**src/rtl/npc_lsu_pkg.sv**
```systemverilog
// Shared definitions for the npc load/store unit: funct3 encodings, FSM states
// and the access-legality helpers.
package npc_lsu_pkg;

    localparam logic [2:0] OP_B  = 3'b000;
    localparam logic [2:0] OP_H  = 3'b001;
    localparam logic [2:0] OP_W  = 3'b010;
    localparam logic [2:0] OP_BU = 3'b100;
    localparam logic [2:0] OP_HU = 3'b101;

    typedef enum logic [1:0] {
        StIdle,
        StReq,
        StWait,
        StDone
    } lsu_state_e;

    // Halves need addr[0]==0, words need addr[1:0]==0; bytes are always aligned.
    function automatic logic lsu_misaligned(input logic [2:0] op, input logic [1:0] addr_lo);
        logic mis;
        mis = 1'b0;
        case (op)
            OP_H, OP_HU: mis = addr_lo[0];
            OP_W:        mis = (addr_lo != 2'b00);
            default:     mis = 1'b0;
        endcase
        return mis;
    endfunction

    // Unused funct3 codes, and unsigned variants used as stores, are illegal.
    function automatic logic lsu_illegal_op(input logic [2:0] op, input logic wen);
        logic ill;
        ill = 1'b0;
        case (op)
            OP_B, OP_H, OP_W: ill = 1'b0;
            OP_BU, OP_HU:     ill = wen;
            default:          ill = 1'b1;
        endcase
        return ill;
    endfunction

endpackage

```
**src/rtl/npc_lsu_align.sv**
```systemverilog
// Combinational lane steering: store data replication and byte strobes on the
// way out, lane extraction and sign/zero extension on the way back.
module npc_lsu_align
    import npc_lsu_pkg::*;
(
    input  logic [2:0]  op,
    input  logic [1:0]  addr_lo,
    input  logic [31:0] st_data,
    input  logic [31:0] ld_word,
    output logic [31:0] st_wdata,
    output logic [3:0]  st_wstrb,
    output logic [31:0] ld_data
);

    logic [7:0]  ld_byte;
    logic [15:0] ld_half;

    // Store path: replicate the datum across every lane it could occupy.
    always_comb begin
        st_wdata = 32'h0;
        st_wstrb = 4'b0000;
        case (op)
            OP_B: begin
                st_wdata = {4{st_data[7:0]}};
                st_wstrb = 4'b0001 << addr_lo;
            end
            OP_H: begin
                st_wdata = {2{st_data[15:0]}};
                st_wstrb = addr_lo[1] ? 4'b1100 : 4'b0011;
            end
            OP_W: begin
                st_wdata = st_data;
                st_wstrb = 4'b1111;
            end
            default: begin
                st_wdata = 32'h0;
                st_wstrb = 4'b0000;
            end
        endcase
    end

    // Load path: pick the addressed lane, then extend to 32 bits.
    always_comb begin
        ld_byte = 8'h0;
        case (addr_lo)
            2'd0: ld_byte = ld_word[7:0];
            2'd1: ld_byte = ld_word[15:8];
            2'd2: ld_byte = ld_word[23:16];
            2'd3: ld_byte = ld_word[31:24];
            default: ld_byte = 8'h0;
        endcase
        ld_half = addr_lo[1] ? ld_word[31:16] : ld_word[15:0];

        ld_data = 32'h0;
        case (op)
            OP_B:    ld_data = {{24{ld_byte[7]}}, ld_byte};
            OP_H:    ld_data = {{16{ld_half[15]}}, ld_half};
            OP_W:    ld_data = ld_word;
            OP_BU:   ld_data = {24'h0, ld_byte};
            OP_HU:   ld_data = {16'h0, ld_half};
            default: ld_data = 32'h0;
        endcase
    end

endmodule

```
**src/rtl/npc_lsu.sv**
```systemverilog
// Load/store unit for the npc core: one access at a time onto a word-addressed
// data bus, with a REQ+WAIT timeout and a single-cycle response pulse.
module npc_lsu #(
    parameter int unsigned TIMEOUT = 255,
    parameter int unsigned CNT_W   = 8
) (
    input  logic        clk,
    input  logic        rst,
    input  logic        req_valid,
    output logic        req_ready,
    input  logic        req_wen,
    input  logic [2:0]  req_op,
    input  logic [31:0] req_addr,
    input  logic [31:0] req_wdata,
    output logic        resp_valid,
    output logic [31:0] resp_rdata,
    output logic        resp_err,
    output logic        mem_req_valid,
    input  logic        mem_req_ready,
    output logic        mem_req_we,
    output logic [31:0] mem_req_addr,
    output logic [31:0] mem_req_wdata,
    output logic [3:0]  mem_req_wstrb,
    input  logic        mem_resp_valid,
    input  logic [31:0] mem_resp_rdata
);
    import npc_lsu_pkg::*;

    localparam logic [CNT_W-1:0] TimeoutCnt = CNT_W'(TIMEOUT);

    lsu_state_e        state_q, state_d;
    logic [2:0]        op_q, op_d;
    logic [31:0]       addr_q, addr_d;
    logic              wen_q, wen_d;
    logic [31:0]       wdata_q, wdata_d;
    logic [31:0]       rdata_q, rdata_d;
    logic              err_q, err_d;
    logic [CNT_W-1:0]  cnt_q, cnt_d;

    logic [31:0]       st_wdata;
    logic [3:0]        st_wstrb;
    logic [31:0]       ld_data;
    logic              timed_out;
    logic              in_req;

    npc_lsu_align u_align (
        .op       (op_q),
        .addr_lo  (addr_q[1:0]),
        .st_data  (wdata_q),
        .ld_word  (mem_resp_rdata),
        .st_wdata (st_wdata),
        .st_wstrb (st_wstrb),
        .ld_data  (ld_data)
    );

    // >= rather than == so a REQ exit on the limit cycle cannot skip past it.
    assign timed_out = (cnt_q >= TimeoutCnt);

    // State and captured-request registers; reset drops any access in flight.
    always_ff @(posedge clk or posedge rst) begin
        if (rst) begin
            state_q <= StIdle;
            op_q    <= 3'b000;
            addr_q  <= 32'h0;
            wen_q   <= 1'b0;
            wdata_q <= 32'h0;
            rdata_q <= 32'h0;
            err_q   <= 1'b0;
            cnt_q   <= '0;
        end else begin
            state_q <= state_d;
            op_q    <= op_d;
            addr_q  <= addr_d;
            wen_q   <= wen_d;
            wdata_q <= wdata_d;
            rdata_q <= rdata_d;
            err_q   <= err_d;
            cnt_q   <= cnt_d;
        end
    end

    // Next-state logic: accept, bus handshake, response capture and timeout.
    always_comb begin
        state_d = state_q;
        op_d    = op_q;
        addr_d  = addr_q;
        wen_d   = wen_q;
        wdata_d = wdata_q;
        rdata_d = rdata_q;
        err_d   = err_q;
        cnt_d   = cnt_q;

        // Saturate so a maximal TIMEOUT cannot wrap back to zero.
        if ((state_q == StReq || state_q == StWait) && cnt_q != {CNT_W{1'b1}}) begin
            cnt_d = cnt_q + 1'b1;
        end

        case (state_q)
            StIdle: begin
                if (req_valid) begin
                    op_d    = req_op;
                    addr_d  = req_addr;
                    wen_d   = req_wen;
                    wdata_d = req_wdata;
                    rdata_d = 32'h0;
                    if (lsu_illegal_op(req_op, req_wen) || lsu_misaligned(req_op, req_addr[1:0])) begin
                        err_d   = 1'b1;
                        state_d = StDone;
                    end else begin
                        err_d   = 1'b0;
                        cnt_d   = '0;
                        state_d = StReq;
                    end
                end
            end
            StReq: begin
                if (mem_req_ready) begin
                    state_d = StWait;
                end else if (timed_out) begin
                    err_d   = 1'b1;
                    rdata_d = 32'h0;
                    state_d = StDone;
                end
            end
            StWait: begin
                if (mem_resp_valid) begin
                    rdata_d = wen_q ? 32'h0 : ld_data;
                    state_d = StDone;
                end else if (timed_out) begin
                    err_d   = 1'b1;
                    rdata_d = 32'h0;
                    state_d = StDone;
                end
            end
            StDone: begin
                state_d = StIdle;
            end
            default: begin
                state_d = StIdle;
            end
        endcase
    end

    // Outputs are gated by state so idle buses and responses read as zero.
    always_comb begin
        in_req        = (state_q == StReq);
        req_ready     = (state_q == StIdle);
        mem_req_valid = in_req;
        mem_req_we    = in_req & wen_q;
        mem_req_addr  = in_req ? {addr_q[31:2], 2'b00} : 32'h0;
        mem_req_wdata = (in_req && wen_q) ? st_wdata : 32'h0;
        mem_req_wstrb = (in_req && wen_q) ? st_wstrb : 4'b0000;
        resp_valid    = (state_q == StDone);
        resp_rdata    = (state_q == StDone) ? rdata_q : 32'h0;
        resp_err      = (state_q == StDone) & err_q;
    end

endmodule

```
**config.mk**
```make
export PLATFORM = sky130hd
export DESIGN_NAME = npc_lsu
export DESIGN_NICKNAME = d
export VERILOG_FILES = /design/src/rtl/npc_lsu_pkg.sv /design/src/rtl/npc_lsu_align.sv /design/src/rtl/npc_lsu.sv
export SDC_FILE = /design/constraint.sdc
export NUM_CORES = 1
export LEC_CHECK = 0
export ABC_AREA = 0
export BUFFER_PORTS_ARGS = -buffer_cell sky130_fd_sc_hd__buf_2
export CORE_MARGIN = 2
export CORE_UTILIZATION = 51
export DETAILED_ROUTE_END_ITERATION = 6
export GPL_TIMING_DRIVEN = 0
export HOLD_SLACK_MARGIN = 0.02
export PLACE_DENSITY = 0.9
export SLEW_MARGIN = 20
export SYNTH_ARGS = -nofsm -noshare
export SYNTH_HDL_FRONTEND = slang
export SYNTH_SLANG_ARGS = --single-unit
```
**constraint.sdc**
```tcl
create_clock -name clk -period 4.65 [get_ports clk]
set_input_delay 0.6975 -clock clk [delete_from_list [all_inputs] [get_ports clk]]
set_output_delay 0.6975 -clock clk [all_outputs]
set_load 0.05 [all_outputs]
```
# Yosys cells after proc, flatten, opt, wreduce, memory -nomap -nowiden
# Cells that the tools add are included.
dict set report totals {
  output_inout_bits 105
  word_cells 85
  regBits 111
}
dict set report op_classes {
  muxes 38
  n_lt_le_gt_ge 1
  eq_ne 18
  n_reduce_logical 16
  n_bitwise 2
  add_sub_neg 1
  n_shift 1
}
# operator count
set ops {}
lappend ops {{$mux 32} 8}
lappend ops {{$pmux 32 s3} 2}
lappend ops {{$pmux 32 s5} 1}
lappend ops {{$mux 8} 4}
lappend ops {{$pmux 8 s4} 1}
lappend ops {{$mux 16} 1}
lappend ops {{$eq 3x3->1 const B} 4}
lappend ops {{$pmux 4 s3} 1}
lappend ops {{$mux 2} 5}
lappend ops {{$mux 1} 9}
lappend ops {{$add 8x1->8 const B} 1}
lappend ops {{$eq 2x2->1 const B} 4}
lappend ops {{$ge 8x8->1 const B} 1}
lappend ops {{$mux 4} 2}
lappend ops {{$ne 8x8->1 const B} 1}
lappend ops {{$pmux 2 s4} 1}
lappend ops {{$eq 3x1->1 const B} 2}
lappend ops {{$eq 3x2->1 const B} 2}
lappend ops {{$logic_not 3->1} 2}
lappend ops {{$ne 2x2->1 const B} 3}
lappend ops {{$eq 2x1->1 const B} 2}
lappend ops {{$logic_not 2->1} 2}
lappend ops {{$pmux 1 s2} 2}
lappend ops {{$reduce_and 4->1} 1}
lappend ops {{11 further kinds} 15}

# Logic depth before layout (Yosys ltp)
# Gate-level depths: netlist of the first run.
dict set report depth {
  word_depth 9
  depth_mapped 9
  depth_no_buf 6
}

# Hierarchy
# A second synthesis of the first run with hierarchy kept.
dict set report hier_totals {
  hier_cells 653
  hier_area_um2 6613.8
}
# mod instances area_per_inst_um2 seq_area_each_um2 cells_per_inst
set modules_own_cells {}
lappend modules_own_cells {npc_lsu 1 5104.9 2777.7 411}
lappend modules_own_cells {npc_lsu_align 1 1508.9 0.0 242}

# Worst setup path before layout of the first run
# No wires, ideal clock.
dict set report synth_timing {
  path_type {register -> output}
  startpoint {register state_q[1]}
  endpoint {output mem_req_wdata[16]}
  required_time_ps 3953
  arrival_ps 2889
  slack_ps 1063
  n_path_buf 3
  path_stages_with_launch 10
  cell_sequence {dfrtp_1 inv_1 ha_1 buf_4 and2_1 nand2b_1 buf_2 a21o_1 buf_2 nor2_1}
}
dict set report synth_between {
  elab_chain_cells 3
}
# item line
set synth_lines {}
lappend synth_lines {{from (decl)} npc_lsu.sv:31} ;# lsu_state_e state_q, state_d;
lappend synth_lines {{from (signal assigned)} npc_lsu.sv:62} ;# state_q <= StIdle;
lappend synth_lines {{from (signal assigned)} npc_lsu.sv:71} ;# state_q <= state_d;
lappend synth_lines {{$eq 2x1->1} npc_lsu.sv:146} ;# in_req = (state_q == StReq);
lappend synth_lines {{named net mem_req_valid} npc_lsu.sv:18} ;# output logic mem_req_valid,
lappend synth_lines {{$logic_and 1x1->1} npc_lsu.sv:151} ;# mem_req_wdata = (in_req && wen_q) ? st_wdata : 32'h0;
lappend synth_lines {{$mux 32} npc_lsu.sv:151}
lappend synth_lines {{to (decl)} npc_lsu.sv:22} ;# output logic [31:0] mem_req_wdata,
# The timed path passes the listed nets, and every way through them passes these cells.

# Worst setup path after layout of the first run
dict set report layout_timing {
  startpoint {register state_q[1]}
  endpoint {output mem_req_wdata[0]}
}
dict set report layout_between {
  elab_chain_cells 3
}
# item line
set layout_lines {}
lappend layout_lines {{$eq 2x1->1} npc_lsu.sv:146}
lappend layout_lines {{$logic_and 1x1->1} npc_lsu.sv:151}
lappend layout_lines {{$mux 32} npc_lsu.sv:151}
# No other way between the ends.

==> results.md, run 1 <==
* Status: completed
* Worst IR drop on VDD at 0.380 mV
* Fin crit period at 3.42 ns
* Antenna Cells at 0
* Place WS at 1.64 ns
* FMAX at 292 MHz
* Worst Tran Pin Value at 0.655 ns
* Largest delay share family, worst path: buffers and inverters
* Die area at 13,100 um^2
* Buf+Inv Stages, Crit Path at 4
* Worst hold path class: input port to asynchronous set/reset pin
* Worst Setup Start Kind: flip-flop
* CP peak stage delay at 0.51 ns
* Postcts setup bufs at 0
* Sw Ratio at 0.437
* Last weighted congestion value of the routability-driven placer at 0.915
* Htree depth at 3
* Critical path class: flip-flop to output pin
* Vias in the first global route at 5,275
* Die Y at 114 um
* Max-cap violation count at 0
* GRT overflow at 0
* Placed cell areas at 7480 um^2
* Cell count after synthesis at 593
* Via count at 5,411
* Seq/Total Area, Yosys at 0.446
* Post-DP HPWL at 12,600 um
* Core area at 12,000 um^2
* Reg area at 2780 um^2
* Slew headroom at 0.563
* CTS tree: built
* Post-synthesis async set-or-reset flop share at 1.00
* Fin crit share at 0.736
* Top_reg_cell synth: dfrtp_1
* Total track usage at 0.262
* Drt pass-1 iters at 5
* Multi-input gate area at 3190 um^2
* LEAKAGE at 3.84 nW
* Post-cts repair resize count at 0
* Port buffer count at 207
* Clk buf depth at 2
* Critical path's slowest cell: a21oi_1
* Setup crit end kind: output pin
* Final setup viols at 0
* Required @ worst endpoint at 3.95 ns
* Cts bufs inserted at 9
* Pwr/cell area at 673 nW/um^2
* Register bit total from synthesis at 111
* Smallest hold slack at 0.358 ns
* DRC violations left at 0
* CTS Sinks at 111
* EDFF count, synth at 0
* Final Skew at 0.00582 ns
* Synth cell types at 66
* Detailed-route wire length at 16,900 um
* Vias per cell at 5.61
* Detail Route Antenna Nets at 0
* Initial DRC count at 386
* Io pins at 210
* Num rows at 40
* First-pass GRT wire length at 26,700 um
* Initial core utilization at 0.520
* Synth Cell Area at 6220 um^2
* Clk pwr share at 0.163
* Post-CTS Hold Fix Bufs at 0
* Clock Latency Late Sink at 0.36 ns
* Sw Pwr at 2.30 mW
* Fin. Hold Viols at 0
* CP Cell Sequence: inv_1 -> ha_1 -> buf_4 -> and2_1 -> nand2b_1 -> buf_2 -> a21oi_1 -> and2_1 -> buf_2
* RSZ-0062 raised after global routing: no
* Worst EP arrival at 2.72 ns
* Area grow syn2layout at 25.5%
* Logic pwr share at 0.530
* Root buffer cell: clkbuf_16
* Layout Utilization at 0.653
* Initial antenna violation count at 0
* Layout fillers at 938
* Die width at 114 um
* Setup ws final at 1.23 ns
* Syn avg cell area at 10.5 um^2
* Sequential share of power at 0.307
* Ratio of cells with drive above 1 in the final layout at 0.406
* Design area at 7810 um^2
* Nets@finish at 923
* Largest net degree at the start of global routing at 68
* Crit Path Max Fanout at 9
* Int Pwr at 2.96 mW
* Worst-path clk slew at 0.07 ns
* WL per Instance at 17.6 um
* Final Max Slew Viols at 0
* Yosys warnings at 0
## cells in the final DEF, fill, tap and decap left out, types with 10 or more instances in the layout
cell / count
a21oi_1: 35
a22o_1: 17
a2bb2oi_1: 16
and2_1: 74
buf_2: 219
clkbuf_1: 13
dfrtp_1: 111
mux2_2: 70
nand2_1: 29
nand2b_1: 10
nor2_1: 42
nor2b_1: 14
o21ai_0: 12
o21ai_1: 12
## metrics by stage
stage / power, mW / cells / setup TNS (ns)
3_5_place_dp: 4.37 / 949 / 0
4_1_cts: 5.25 / 964 / 0
2_1_floorplan: 3.73 / 594 / 0
3_3_place_gp: 4.29 / 948 / -13.42
6_report: 5.25 / 964 / 0
5_1_grt: 5.59 / 964 / 0
## worst paths after layout
kind | start | endpoint | slack [ns] | depth (start not counted)
worst min register to register | rdata_q[9]$_DFFE_PP0P_ | rdata_q[9]$_DFFE_PP0P_ | 0.48 | 1
min in group clk | rdata_q[9]$_DFFE_PP0P_ | rdata_q[9]$_DFFE_PP0P_ | 0.48 | 1
worst max-delay path | state_q[1]$_DFFE_PP0N_ | mem_req_wdata[0] | 1.23 | 9
worst max register to register | state_q[0]$_DFFE_PP0N_ | wdata_q[17]$_DFFE_PP0P_ | 2.51 | 5
worst min-delay path | rst | addr_q[24]$_DFFE_PP0P_ | 0.36 | 2
max in group asynchronous | rst | rdata_q[25]$_DFFE_PP0P_ | 3.64 | 3
## registers in the layout, indices dropped and copies added (netlist names)
name and count:
addr_q 32, rdata_q 32, wdata_q 32, cnt_q 8, op_q 3, state_q 2
err_q 1, wen_q 1
## worst register-to-register path: cells and delay by family, from the launching register on
kind	cells	cell delay, ns
buf+inv	2	0.64
flops	1	0.42
mux	1	0.42
fa+ha+maj	1	0.27
simple gates	1	0.27
## kinds of logic (layout without fill, tap and decap cells)
| logic type | after synthesis | in the layout | synth area share |
|---|---|---|---|
| DFF | 111 | 111 | 0.446 |
| muxes | 81 | 81 | 0.149 |
| adders and majority gates | 5 | 5 | 0.0101 |
| and+or+nand+nor | 199 | 199 | 0.181 |
| AOI/OAI and AO/OA | 143 | 143 | 0.167 |
| other | 1 | 2 | 0.000602 |
| xor gates and xnor gates | 3 | 3 | 0.00422 |
| buffers and inverters | 50 | 273 | 0.0416 |
## routing by layer
layer | vias up | track usage | share of wire
li1 | 2562 | - | -
met1 | 2575 | 0.332 | 0.42
met2 | 237 | 0.436 | 0.49
met3 | 37 | 0.0593 | 0.064
met4 | 0 | 0.109 | 0.025
met5 | - | 0 | 0
## power by group through the flow
stage | clock (mW) | combinational (mW) | sequential (mW)
finish | 0.858 | 2.78 | 1.61
global route | 0.906 | 3.02 | 1.66
CTS | 0.873 | 2.77 | 1.61
detailed placement | 0 | 2.75 | 1.62
global placement | 0 | 2.69 | 1.59
floorplan | 0 | 2.19 | 1.54
## synthesized netlist by cell type (6+ instances only)
| master | number | area share |
|---|---|---|
| nand3_1 | 6 | 0.0048 |
| nand2b_1 | 10 | 0.010 |
| a22o_1 | 17 | 0.024 |
| buf_2 | 12 | 0.0096 |
| clkbuf_1 | 13 | 0.0078 |
| nor2b_1 | 14 | 0.014 |
| a221oi_1 | 9 | 0.013 |
| nand2_1 | 29 | 0.017 |
| o21ai_0 | 12 | 0.0096 |
| a2bb2oi_1 | 16 | 0.023 |
| o2bb2ai_1 | 8 | 0.011 |
| o21ai_1 | 12 | 0.0096 |
| mux2_2 | 70 | 0.13 |
| and2_1 | 74 | 0.074 |
| nor2_1 | 42 | 0.025 |
| mux2i_1 | 8 | 0.013 |
| a21oi_1 | 35 | 0.028 |
| buf_1 | 9 | 0.0054 |
| dfrtp_1 | 111 | 0.45 |
## layout make-up
class / count / share of cell area
sequential: 111 / 0.356
buffer: 44 / 0.0303
clock buffer: 12 / 0.0341
clock inverter: 3 / 0.00833
inverter: 6 / 0.00352
tap: 147 / 0.0235
timing repair buffer: 208 / 0.136
multi-input combinational: 433 / 0.409
Power figures use the tool's default switching activity.
==> inputs of run 2 (changes only) <==
--- a/config.mk
+++ b/config.mk
@@ -8,11 +8,11 @@
 export ABC_AREA = 0
 export BUFFER_PORTS_ARGS = -buffer_cell sky130_fd_sc_hd__buf_2
 export CORE_MARGIN = 2
-export CORE_UTILIZATION = 51
+export CORE_UTILIZATION = 46
 export DETAILED_ROUTE_END_ITERATION = 6
 export GPL_TIMING_DRIVEN = 0
 export HOLD_SLACK_MARGIN = 0.02
-export PLACE_DENSITY = 0.9
+export PLACE_DENSITY = 0.86
 export SLEW_MARGIN = 20
 export SYNTH_ARGS = -nofsm -noshare
 export SYNTH_HDL_FRONTEND = slang
==> constraint.sdc (replaced) <==
create_clock -name clk -period 3.1 [get_ports clk]
set_input_delay 0.465 -clock clk [delete_from_list [all_inputs] [get_ports clk]]
set_output_delay 0.465 -clock clk [all_outputs]
set_load 0.05 [all_outputs]
==> results.md, run 2 (synthesis gave the netlist of run 1 again) <==
* Cts bufs inserted at 9
* Post-route insts no fill at 996
* Sequential share of power at 0.302
* Commonest non-fill, non-tap cell in the layout: buf_2
* CTS Sinks at 111
* CTS tree: built
* Crit Path Max Fanout at 10
* Die width at 120 um
* Worst IR drop on VDD at 0.614 mV
* Ratio of cells with drive above 1 in the final layout at 0.430
* Core area at 13,200 um^2
* Final setup viols at 0
* Setup crit end kind: output pin
* Largest net degree at the start of global routing at 34
* Required @ worst endpoint at 2.63 ns
* Final setup TNS at 0 ns
* Smallest hold slack at 0.239 ns
* Post-DP HPWL at 13,100 um
* Int Pwr at 4.50 mW
* Top Registers: addr_q x32, rdata_q x32, wdata_q x32
* Vias in the first global route at 5,475
* LEAKAGE at 3.87 nW
* Total Power at 8.00 mW
* Detailed-route wire length at 17,400 um
* DP Cell Count at 980
* Commonest cells after routing, fill and taps aside: buf_2 (210), dfrtp_1 (111), mux2_2 (70), and2_1 (65)
* CP Cell Sequence: inv_1 -> ha_1 -> buf_4 -> and2_1 -> nand2b_1 -> buf_2 -> a21o_1 -> buf_2 -> nor2_1 -> clkbuf_4
* Detail Route Antenna Nets at 0
* Most common cell on crit path: buf_2
* Buf+Inv Stages, Crit Path at 5
* Antenna Cells at 0
* Die Y at 120 um
* Drt pass-1 iters at 7
* DRC violations left at 0
* Slew headroom at 0.495
* Final Max Slew Viols at 0
* Area grow syn2layout at 28.2%
* Critical path class: flip-flop to output pin
* Htree depth at 3
* GRT overflow at 0
* Last weighted congestion value of the routability-driven placer at 0.887
* Io pins at 210
* Max-cap violation count at 0
* FMAX at 332 MHz
* Final Skew at 0.00584 ns
* Status: completed
* Fin crit share at 0.972
* Die area at 14,500 um^2
* Sw Pwr at 3.50 mW
* Total track usage at 0.243
* Vias per cell at 5.57
* Critical path's slowest cell: dfrtp_1
* Fin. Hold Viols at 0
* Logic pwr share at 0.531
* First-pass GRT wire length at 27,600 um
* CP peak stage delay at 0.44 ns
* Pwr/cell area at 1000 nW/um^2
* Initial DRC count at 460
* Initial antenna violation count at 0
* Port buffer count at 207
* Worst Setup Start Kind: flip-flop
* RSZ-0062 raised after global routing: yes
* Worst EP arrival at 2.55 ns
* Worst Tran Pin Value at 0.756 ns
* Largest delay share family, worst path: buffers and inverters
* Worst-path clk slew at 0.07 ns
* Num rows at 42
* Initial core utilization at 0.470
* Sw Ratio at 0.437
* WL per Instance at 17.5 um
* Via count at 5,543
* Root buffer cell: clkbuf_16
* Nets@finish at 925
* Clock Latency Late Sink at 0.35 ns
* Layout Utilization at 0.602
* Fin crit period at 3.01 ns
* Worst hold path class: input port to asynchronous set/reset pin
* Clk pwr share at 0.167
* Clk buf depth at 2
run 2: what timing repair did:
action	4_1_cts	5_1_grt
resized for setup	2	14
buffers inserted	0	0
endpoints found under the setup margin	18	18
hold buffers	0	0
run 2: worst paths after layout:
path | cells after the start | startpoint | endpoint | slack, ns
hold reg to reg | 1 | rdata_q[15]$_DFFE_PP0P_ | rdata_q[15]$_DFFE_PP0P_ | 0.48
setup / recovery | 10 | state_q[1]$_DFFE_PP0N_ | mem_req_wdata[21] | 0.09
max in group asynchronous | 3 | rst | rdata_q[16]$_DFFE_PP0P_ | 2.25
min in group clk | 2 | req_addr[9] | addr_q[9]$_DFFE_PP0P_ | 0.34
setup reg to reg | 8 | state_q[1]$_DFFE_PP0N_ | rdata_q[16]$_DFFE_PP0P_ | 0.98
hold / removal | 2 | rst | wdata_q[6]$_DFFE_PP0P_ | 0.24
run 2: stage by stage:
step | cell area (um^2) | setup WS, ns
after CTS | 7940 | 0.00439
after detailed placement | 7590 | 0.244
final | 7980 | 0.0862
after global placement | 7520 | 0.296
after global routing | 7980 | -0.0373
after floorplan | 6270 | -0.254
run 2: power groups by stage:
stage          registers, mW  logic, mW  clock network, mW
2_1_floorplan           2.30       3.31                  0
3_3_place_gp            2.40       4.10                  0
3_5_place_dp            2.43       4.19                  0
4_1_cts                 2.40       4.23               1.36
5_1_grt                 2.49       4.59               1.42
6_report                2.42       4.25               1.34
run 2: area by class of cell:
class	instances	area, um^2
clock inverter	5	104
sequential	111	2780
buffer	44	238
multi-input combinational	433	3240
fill	1113	5270
inverter	6	26.3
timing repair buffer	210	1130
tap	176	220
clock buffer	11	243
run 2: per-layer routing:
layer | wire [um] | GRT usage | part of all wire | up-vias
met4 | 404 | 0.0843 | 0.023 | 0
met2 | 8480 | 0.409 | 0.49 | 240
met3 | 1110 | 0.0458 | 0.064 | 40
met1 | 7420 | 0.315 | 0.43 | 2695
li1 | - | - | - | 2568
met5 | 0 | 0 | 0 | -
